$ cat src/rtl/dac_sample_feeder.sv
// Sample-rate FIFO feeding the DAC: producer pushes, divider pops one sample per period; Sample/flags registered, 1-cycle latency.
// Writes while Full are dropped; pops on empty give midscale and set Underrun. Optional Irq refill request under DAC_FEED_IRQ_EN.
module dac_sample_fifo #(
  parameter int DW = 8,
  parameter int AW = 4
) (
  input  logic          Clk,
  input  logic          Reset_n,
  input  logic          push_vld,
  input  logic [DW-1:0] push_dat,
  input  logic          pop_vld,
  output logic [DW-1:0] head_dat,
  output logic [AW:0]   level,
  output logic          full,
  output logic          empty
);
  localparam logic [AW:0] DEPTH = (AW+1)'(2**AW);

  logic [DW-1:0] mem [2**AW];
  logic [AW-1:0] wr_ptr;
  logic [AW-1:0] rd_ptr;
  logic          do_push;
  logic          do_pop;

  assign full     = (level == DEPTH);
  assign empty    = (level == '0);
  assign do_push  = push_vld && !full;
  assign do_pop   = pop_vld && !empty;
  assign head_dat = mem[rd_ptr];

  always_ff @(posedge Clk) begin
    if (do_push) mem[wr_ptr] <= push_dat;
  end

  always_ff @(posedge Clk) begin
    if (!Reset_n) begin
      wr_ptr <= '0;
      rd_ptr <= '0;
      level  <= '0;
    end else begin
      if (do_push) wr_ptr <= wr_ptr + AW'(1);
      if (do_pop)  rd_ptr <= rd_ptr + AW'(1);
      case ({do_push, do_pop})
        2'b10:   level <= level + (AW+1)'(1);
        2'b01:   level <= level - (AW+1)'(1);
        default: level <= level;
      endcase
    end
  end
endmodule

module dac_sample_feeder #(
  parameter int DEPTH_LOG2 = 4,
  parameter int DIV_WIDTH  = 16
) (
  input  logic                 Clk,
  input  logic                 Reset_n,
  input  logic [7:0]           WrData,
  input  logic                 WrEn,
  output logic                 Full,
  output logic [DEPTH_LOG2:0]  Level,
  input  logic                 Enable,
  input  logic [DIV_WIDTH-1:0] Divisor,
  output logic [7:0]           Sample,
  output logic                 Underrun,
  input  logic                 UnderrunClr
`ifdef DAC_FEED_IRQ_EN
  ,
  output logic                 Irq
`endif
);
  localparam logic [7:0] MIDSCALE = 8'h80;

  logic [DIV_WIDTH-1:0] cnt;
  logic [DIV_WIDTH-1:0] period_m1;
  logic                 tick;
  logic                 empty;
  logic [7:0]           head_dat;

  // Divisor 0 behaves as 1; >= lets a shrunk divisor tick immediately instead of wrapping.
  assign period_m1 = (Divisor == '0) ? '0 : Divisor - DIV_WIDTH'(1);
  assign tick      = Enable && (cnt >= period_m1);

  dac_sample_fifo #(.DW(8), .AW(DEPTH_LOG2)) u_fifo (
    .Clk      (Clk),
    .Reset_n  (Reset_n),
    .push_vld (WrEn),
    .push_dat (WrData),
    .pop_vld  (tick),
    .head_dat (head_dat),
    .level    (Level),
    .full     (Full),
    .empty    (empty)
  );

  always_ff @(posedge Clk) begin
    if (!Reset_n) begin
      cnt      <= '0;
      Sample   <= MIDSCALE;
      Underrun <= 1'b0;
    end else begin
      if (!Enable)   cnt <= '0;
      else if (tick) cnt <= '0;
      else           cnt <= cnt + DIV_WIDTH'(1);

      if (tick) Sample <= empty ? MIDSCALE : head_dat;

      if (tick && empty)    Underrun <= 1'b1;
      else if (UnderrunClr) Underrun <= 1'b0;
    end
  end

`ifdef DAC_FEED_IRQ_EN
  localparam logic [DEPTH_LOG2:0] HALF = (DEPTH_LOG2+1)'(2**(DEPTH_LOG2-1));

  always_ff @(posedge Clk) begin
    if (!Reset_n) Irq <= 1'b0;
    else          Irq <= Enable && (Level <= HALF);
  end
`endif
endmodule

$ cat config.mk
export PLATFORM = sky130hd
export DESIGN_NAME = dac_sample_feeder
export DESIGN_NICKNAME = d
export VERILOG_FILES = /design/src/rtl/dac_sample_feeder.sv
export SDC_FILE = /design/constraint.sdc
export NUM_CORES = 1
export LEC_CHECK = 0
export ABC_AREA = 1
export CORE_UTILIZATION = 50
export DETAILED_ROUTE_END_ITERATION = 6
export GPL_ROUTABILITY_DRIVEN = 0
export MAX_ROUTING_LAYER = met4
export PLACE_DENSITY = 0.71
export SLEW_MARGIN = 20
export SYNTH_ARGS = -nofsm -noshare
export SYNTH_HDL_FRONTEND = slang
export SYNTH_SLANG_ARGS = --single-unit
$ cat constraint.sdc
create_clock -name Clk -period 11.07 [get_ports Clk]
set_clock_uncertainty 0.1 [all_clocks]
set_input_delay 1.107 -clock Clk [delete_from_list [all_inputs] [get_ports Clk]]
set_output_delay 1.107 -clock Clk [all_outputs]
set_load 0.02 [all_outputs]
=== After elaboration in Yosys (flattened, before gate mapping) ===
Memory sizes are Yosys's and may differ from the RTL's. A register that Yosys moved wholly into a read port is not among the register bits.
Cells that the tools add are included.

* Bits in registers: 38
* Memory bits (writable): 128
* Bits of input ports: 29
* Output and inout bits: 15
* Memories: 1

* Add/sub/neg operators: 6
* Magnitude comparators: 1
* Eq/ne operators: 3
* Muxes and demuxes: 9
* Bitwise operators: 2
* Reduce and logical (&&, ||, !) cells: 11

{| class="wikitable"
|+ Memories
! memory !! words !! bits a word !! rd ports !! clocked after Yosys merged registers in !! write ports !! RTL line !! text
|-
| u_fifo.mem || 16 || 8 || 1 || 1 || 1 || 19 || <nowiki>logic [DW-1:0] mem [2**AW];</nowiki>
|}

{| class="wikitable"
|+ Operators by type and width
! operator !! count
|-
| adder 16 x 1 -> 16 bit, second input constant || 1
|-
| >= comparator 16 bit || 1
|-
| zero test 16 bit || 1
|-
| two-way mux 16 bit || 1
|-
| subtractor 16 x 1 -> 16 bit, second input constant || 1
|-
| one-hot mux 5 bit (2 select lines) || 1
|-
| adder 4 x 1 -> 4 bit, second input constant || 2
|-
| two-way mux 4 bit || 2
|-
| two-way mux 8 bit || 1
|-
| adder 5 x 1 -> 5 bit, second input constant || 1
|-
| == test 5 bit, second input constant || 1
|-
| zero test 5 bit || 1
|-
| subtractor 5 x 1 -> 5 bit, second input constant || 1
|-
| logical AND 1 bit || 4
|-
| two-way mux 1 bit || 4
|-
| nonzero test 2 bit || 2
|-
| OR reduction 3 bit || 1
|-
| == test 2 x 1 -> 1 bit, second input constant || 1
|-
| == test 2 bit, second input constant || 1
|-
| zero test 1 bit || 2
|-
| NOT 1 bit || 2
|}

=== Depth between registers and ports, before layout ===
* Word-level depth: 7
* Gate-level depth with buffers: 36
* Gate-level depth less buffers: 34

=== Modules after synthesis ===
A second synthesis with hierarchy kept.

* Cells, all modules: 762
* Area, all modules: 8075.2 um2

{| class="wikitable"
|+ Modules (own cells, without submodules)
! module !! times used !! cells each !! area each (um2) !! sequential area each (um2)
|-
| dac_sample_fifo || 1 || 476 || 6094.6 || 4184.0
|-
| dac_sample_feeder || 1 || 286 || 1980.6 || 500.5
|}

=== Worst setup path before layout ===
Ideal clock, no wire load.

* Kind: input to register
* Start point: input Divisor[2]
* End point: register u_fifo.level[4]
* Arrival: 4.458 ns
* Data required time: 10.861 ns
* Setup slack: 6.403 ns
* Stages on the path: 30
* Cell sequence: nor2_1 -> nand3_1 -> inv_1 -> nand2_1 -> nor4_1 -> nand3_1 -> xor2_1 -> nand2_1 -> ha_1 -> a21oi_1 -> o21ai_0 -> a21oi_1 -> nand2_2 -> nand2_4 -> inv_4 -> nand2_4 -> inv_4 -> buf_4 -> ha_1 -> clkbuf_1 -> xnor2_1 -> inv_1 -> ha_1 -> o21bai_2 -> nand2_1 -> nand2_1 -> nand2_1 -> nand3_1 -> nand2_1 -> inv_1

* Longest elaborated chain between the ends: 7
* Elaborated cells on any way between the ends: 10
* Those cells by class: 1 x add/sub; 1 x order compare; 2 x eq/ne; 2 x mux; 4 x reduce/logical

{| class="wikitable"
|+ RTL lines
! element !! RTL line !! text
|-
| start, declared || 63 || <nowiki>input logic [DIV_WIDTH-1:0] Divisor,</nowiki>
|-
| subtractor 16 x 1 -> 16 bit or zero test 16 bit (tied branches) || 81 || <nowiki>assign period_m1 = (Divisor == '0) ? '0 : Divisor - DIV_WIDTH'(1);</nowiki>
|-
| two-way mux 16 bit (*) || 81 ||
|-
| >= comparator 16 bit (*) || 82 || <nowiki>assign tick = Enable && (cnt >= period_m1);</nowiki>
|-
| logical AND 1 bit (*) || 82 ||
|-
| logical AND 1 bit (*) || 28 || <nowiki>assign do_pop = pop_vld && !empty;</nowiki>
|-
| net u_fifo.do_pop || 23 || <nowiki>logic do_pop;</nowiki>
|-
| == test 2 x 1 -> 1 bit or == test 2 bit (tied branches) || 43 || <nowiki>case ({do_push, do_pop})</nowiki>
|-
| one-hot mux 5 bit (2 select lines) or nonzero test 2 bit (tied branches) || -- ||
|-
| end signal, assigned || 44 || <nowiki>2'b10: level <= level + (AW+1)'(1);</nowiki>
|-
| end signal, assigned || 45 || <nowiki>2'b01: level <= level - (AW+1)'(1);</nowiki>
|-
| end signal, assigned || 46 || <nowiki>default: level <= level;</nowiki>
|-
| end, declared || 13 || <nowiki>output logic [AW:0] level,</nowiki>
|}

The timed path passes the listed nets; every way through them passes the cells marked *.
A chain may end at the register's enable or synchronous reset.

=== Worst setup path after layout ===
* Start point: input Divisor[2]
* End point: register u_fifo.level[4]

* Longest elaborated chain between the ends: 7
* Elaborated cells on any way between the ends: 10
* Those cells by class: 1 x add/sub; 1 x order compare; 2 x eq/ne; 2 x mux; 4 x reduce/logical

{| class="wikitable"
|+ RTL lines
! element !! RTL line
|-
| subtractor 16 x 1 -> 16 bit or zero test 16 bit (tied branches) || 81
|-
| two-way mux 16 bit (*) || 81
|-
| >= comparator 16 bit (*) || 82
|-
| logical AND 1 bit (*) || 82
|-
| logical AND 1 bit (*) || 28
|-
| == test 2 x 1 -> 1 bit or == test 2 bit (tied branches) || 43
|-
| one-hot mux 5 bit (2 select lines) or nonzero test 2 bit (tied branches) || --
|}

Every way passes the cells marked *; elsewhere a longest branch is shown, timed or not.

==> impl_metrics.py <==
metrics = {
    "cts": {
        "htree_levels": 4,
        "clkSlewWorstSetupHoldPaths_ns": 0.07,
        "ctsRootBufferMaster": "clkbuf_16",
        "post_cts_buffers": 0,
        "cts.sinks": 170,
        "cts_tree": "done",
        "clk_latency_ns": 0.42,
        "post_cts_resized": 0,
        "numCtsBuffers": 17,
        "clockBufferDepth": 2,
        "cts_hold_buf": 0,
    },
    "cells_and_area": {
        "final_common_cell": "edfxtp_1",
        "mostFrequentLayoutCells": "edfxtp_1, inv_1, nand2_1",
        "nets": 844,
        "areaGrowthSynthToFinish_pct": 14.7,
        "diodes": 0,
        "drive_above_1_share_pct": 5.99,
    },
    "setup_path": {
        "slowest_delay_ns": 0.47,
        "critPathKind": "in2reg",
        "critPathTopFamily": "simple AND/OR/NAND/NOR gates",
        "arrival_ns": 5.37,
        "cp.required_ns": 11.29,
        "cp_max_fo": 14,
        "cp-end-kind": "flip-flop",
        "critPathBufInv": 6,
        "critPathSlowestCell": "clkdlybuf4s50_1",
        "cp_common_cell": "nand2_1",
        "crit_path_start_kind": "input pin",
    },
    "pwr": {
        "power_leakage_nw": 3.25,
        "pwr-share-comb_pct": 5.5,
        "powerDensity_nw_per_um2": 148,
        "p_sw_mw": 0.301,
        "pwr-share-seq_pct": 52.9,
        "netSwitchingFraction_pct": 22.8,
        "clockPowerShare_pct": 41.6,
        "irDropWorstVdd_v": 0.000130,
        "power.internal_mw": 1.02,
    },
    "sta": {
        "period_share_pct": 46.5,
        "fin_crit_ns": 5.15,
        "drv_slew": 0,
        "slew_headroom_pct": 39.0,
        "max_clock_freq_mhz": 194,
        "tightestPinTransition_ns": 0.914,
        "rsz0062_at_grt": "false",
        "hold_viol_final": 0,
        "finalSetupViolations": 0,
        "worst_slack_ns": 5.92,
        "tns_ns": 0,
    },
    "routing": {
        "ant_nets": 0,
        "drt_iter0_drc": 418,
        "num_vias": 5475,
        "firstDrtPassIters": 5,
        "wl_um": 16400,
        "viasPerCell": 5.53,
        "post-route-drc-count": 0,
        "post_drt_wl_per_cell_um": 16.6,
    },
    "logic_synthesis": {
        "yosys.area.top_type": "edfxtp_1",
        "synth_xor_area_share_pct": 1.57,
        "synthFlopType": "edfxtp_1",
        "muxShareOfSynthArea_pct": 3.59,
        "synth_nets": 805,
        "syn_area_per_cell_sq_um": 10.4,
        "ys_seq_area_share_pct": 60.0,
        "synth_edf_count": 128,
        "synthTopCellsByArea": "edfxtp_1, dfxtp_1, o21ai_0, inv_1, a21oi_1",
        "synth_adder_area_share_pct": 4.17,
        "synth_seq_cells": 170,
        "synth.top_cell.area_share_pct": 49.2,
        "synth_area_sq_um": 7810,
        "synth_cells": 750,
        "synth_simple_gate_area_share_pct": 12.2,
        "ys_async_sr_fraction_pct": 0,
        "synth_top_family_by_area": "compound AO/OA/AOI/OAI gates",
        "synth_compound_area_share_pct": 12.3,
        "synthDistinctLibCells": 38,
        "yosys_warnings": 0,
    },
    "floorplan": {
        "die_width_um": 127,
        "core_area_sq_um": 15200,
        "start_util_pct": 51.3,
        "die_area_sq_um": 16100,
        "dieHeight_um": 127,
        "boundaryPins": 44,
        "rows": 45,
    },
    "job": {
        "drv_cap": 0,
    },
    "grt": {
        "grt_max_degree": 101,
        "grt_use_total_pct": 22.2,
        "grt_pass1_wl_um": 26500,
        "overflow": 0,
        "grt_antenna_before_repair": 0,
        "grt_pass1_vias": 5400,
    },
    "placed_design": {
        "portBuffers": 43,
        "pre_cts_slack_ns": 5.51,
        "hpwl_um": 10900,
    },
    "status": {
        "status": "finished clean",
    },
    "hold_path": {
        "hold_class": "reg2reg",
    },
}
## sequential cells by signal, indices dropped and copies added (netlist names), named ones only
name and cells:
cnt 16, u_fifo.wr_ptr 4, u_fifo.level 5, Underrun 1, Sample 8, u_fifo.mem 128, u_fifo.rd_ptr 4
## metal layers
layer	up-vias	global-route usage, %	wire length [um]
li1	2686	-	-
met1	2600	26.3	7000
met2	160	36.6	8110
met3	29	4.85	828
met4	0	9.66	462
met5	-	-	0
## power by group through the flow
stage / clock (mW) / sequential, mW / combinational (mW)
after floorplan: 0 / 0.714 / 0.0362
after global placement: 0 / 0.713 / 0.0705
after detailed placement: 0 / 0.713 / 0.0728
after CTS: 0.559 / 0.699 / 0.0733
after global routing: 0.584 / 0.700 / 0.0812
final: 0.550 / 0.699 / 0.0727
## final cells by class
| cell class | count | area (sq um) |
|---|---|---|
| clock inverters | 14 | 116 |
| well taps | 188 | 235 |
| multi-input cells | 458 | 2640 |
| inverters | 96 | 365 |
| flip-flops and latches | 170 | 4690 |
| fillers | 1263 | 6250 |
| repair buffers | 46 | 473 |
| clock buffers | 18 | 439 |
## worst register-to-register path, stage by stage (launching register included)
cell and delay (ns):
dfxtp_1 0.38, inv_1 0.08, ha_1 0.28, nand2_1 0.04, nor2_1 0.09, nor2_1 0.05, nand2_1 0.07, nand2_1 0.05
nand2_1 0.07, nand2_1 0.06, nand2_2 0.11, nand2_4 0.10, inv_4 0.08, nand2_4 0.07, inv_4 0.13, ha_1 0.33
xnor2_1 0.17, inv_1 0.08, ha_1 0.17, o21bai_2 0.21, nand2_1 0.09, nand2_1 0.06, nand2_1 0.06, nand3_1 0.06
nand2_1 0.06, inv_1 0.04
## logic make-up (layout without fill, tap and decap cells)
group | Yosys count | in the layout
AOI/OAI and AO/OA | 176 | 176
xor gates and xnor gates | 14 | 14
adders and majority gates | 26 | 26
buffers and inverters | 122 | 174
DFF | 170 | 170
muxes | 28 | 28
and+or+nand+nor | 214 | 214
## worst paths after layout
kind | slack (ns) | to | startpoint | cells past startpoint
max | 5.92 | u_fifo.level[4] | Divisor[2] | 29
max reg2reg | 7.86 | u_fifo.level[4] | cnt[0] | 25
min | 0.37 | Underrun | Underrun | 2
min reg2reg | 0.37 | Underrun | Underrun | 2
## metrics by stage
stage	area [sq um]	hold slack (ns)	total power [mW]	cells	util [%]
6_report	8950	0.371	1.32	990	58.9
4_1_cts	8930	0.375	1.33	989	58.7
3_3_place_gp	8370	0.342	0.783	957	55.1
2_1_floorplan	7810	0.329	0.750	750	-
3_5_place_dp	8370	0.364	0.786	957	55.1
5_1_grt	8950	0.404	1.37	990	58.9
## Yosys cell counts (all sizes together) (3+ instances only)
| library cell | number |
|---|---|
| edfxtp | 128 |
| inv | 96 |
| nand2 | 89 |
| o21ai | 76 |
| nor2 | 74 |
| a21oi | 68 |
| dfxtp | 42 |
| mux2i | 28 |
| ha | 26 |
| nand3 | 19 |
| o211ai | 19 |
| clkbuf | 14 |
| buf | 12 |
| nand4 | 9 |
| nor3 | 8 |
| xnor2 | 7 |
| xor2 | 7 |
| nor3b | 6 |
| a31oi | 4 |
| and3 | 3 |
| nor4 | 3 |
No activity file was read; power rests on OpenSTA's default activity.
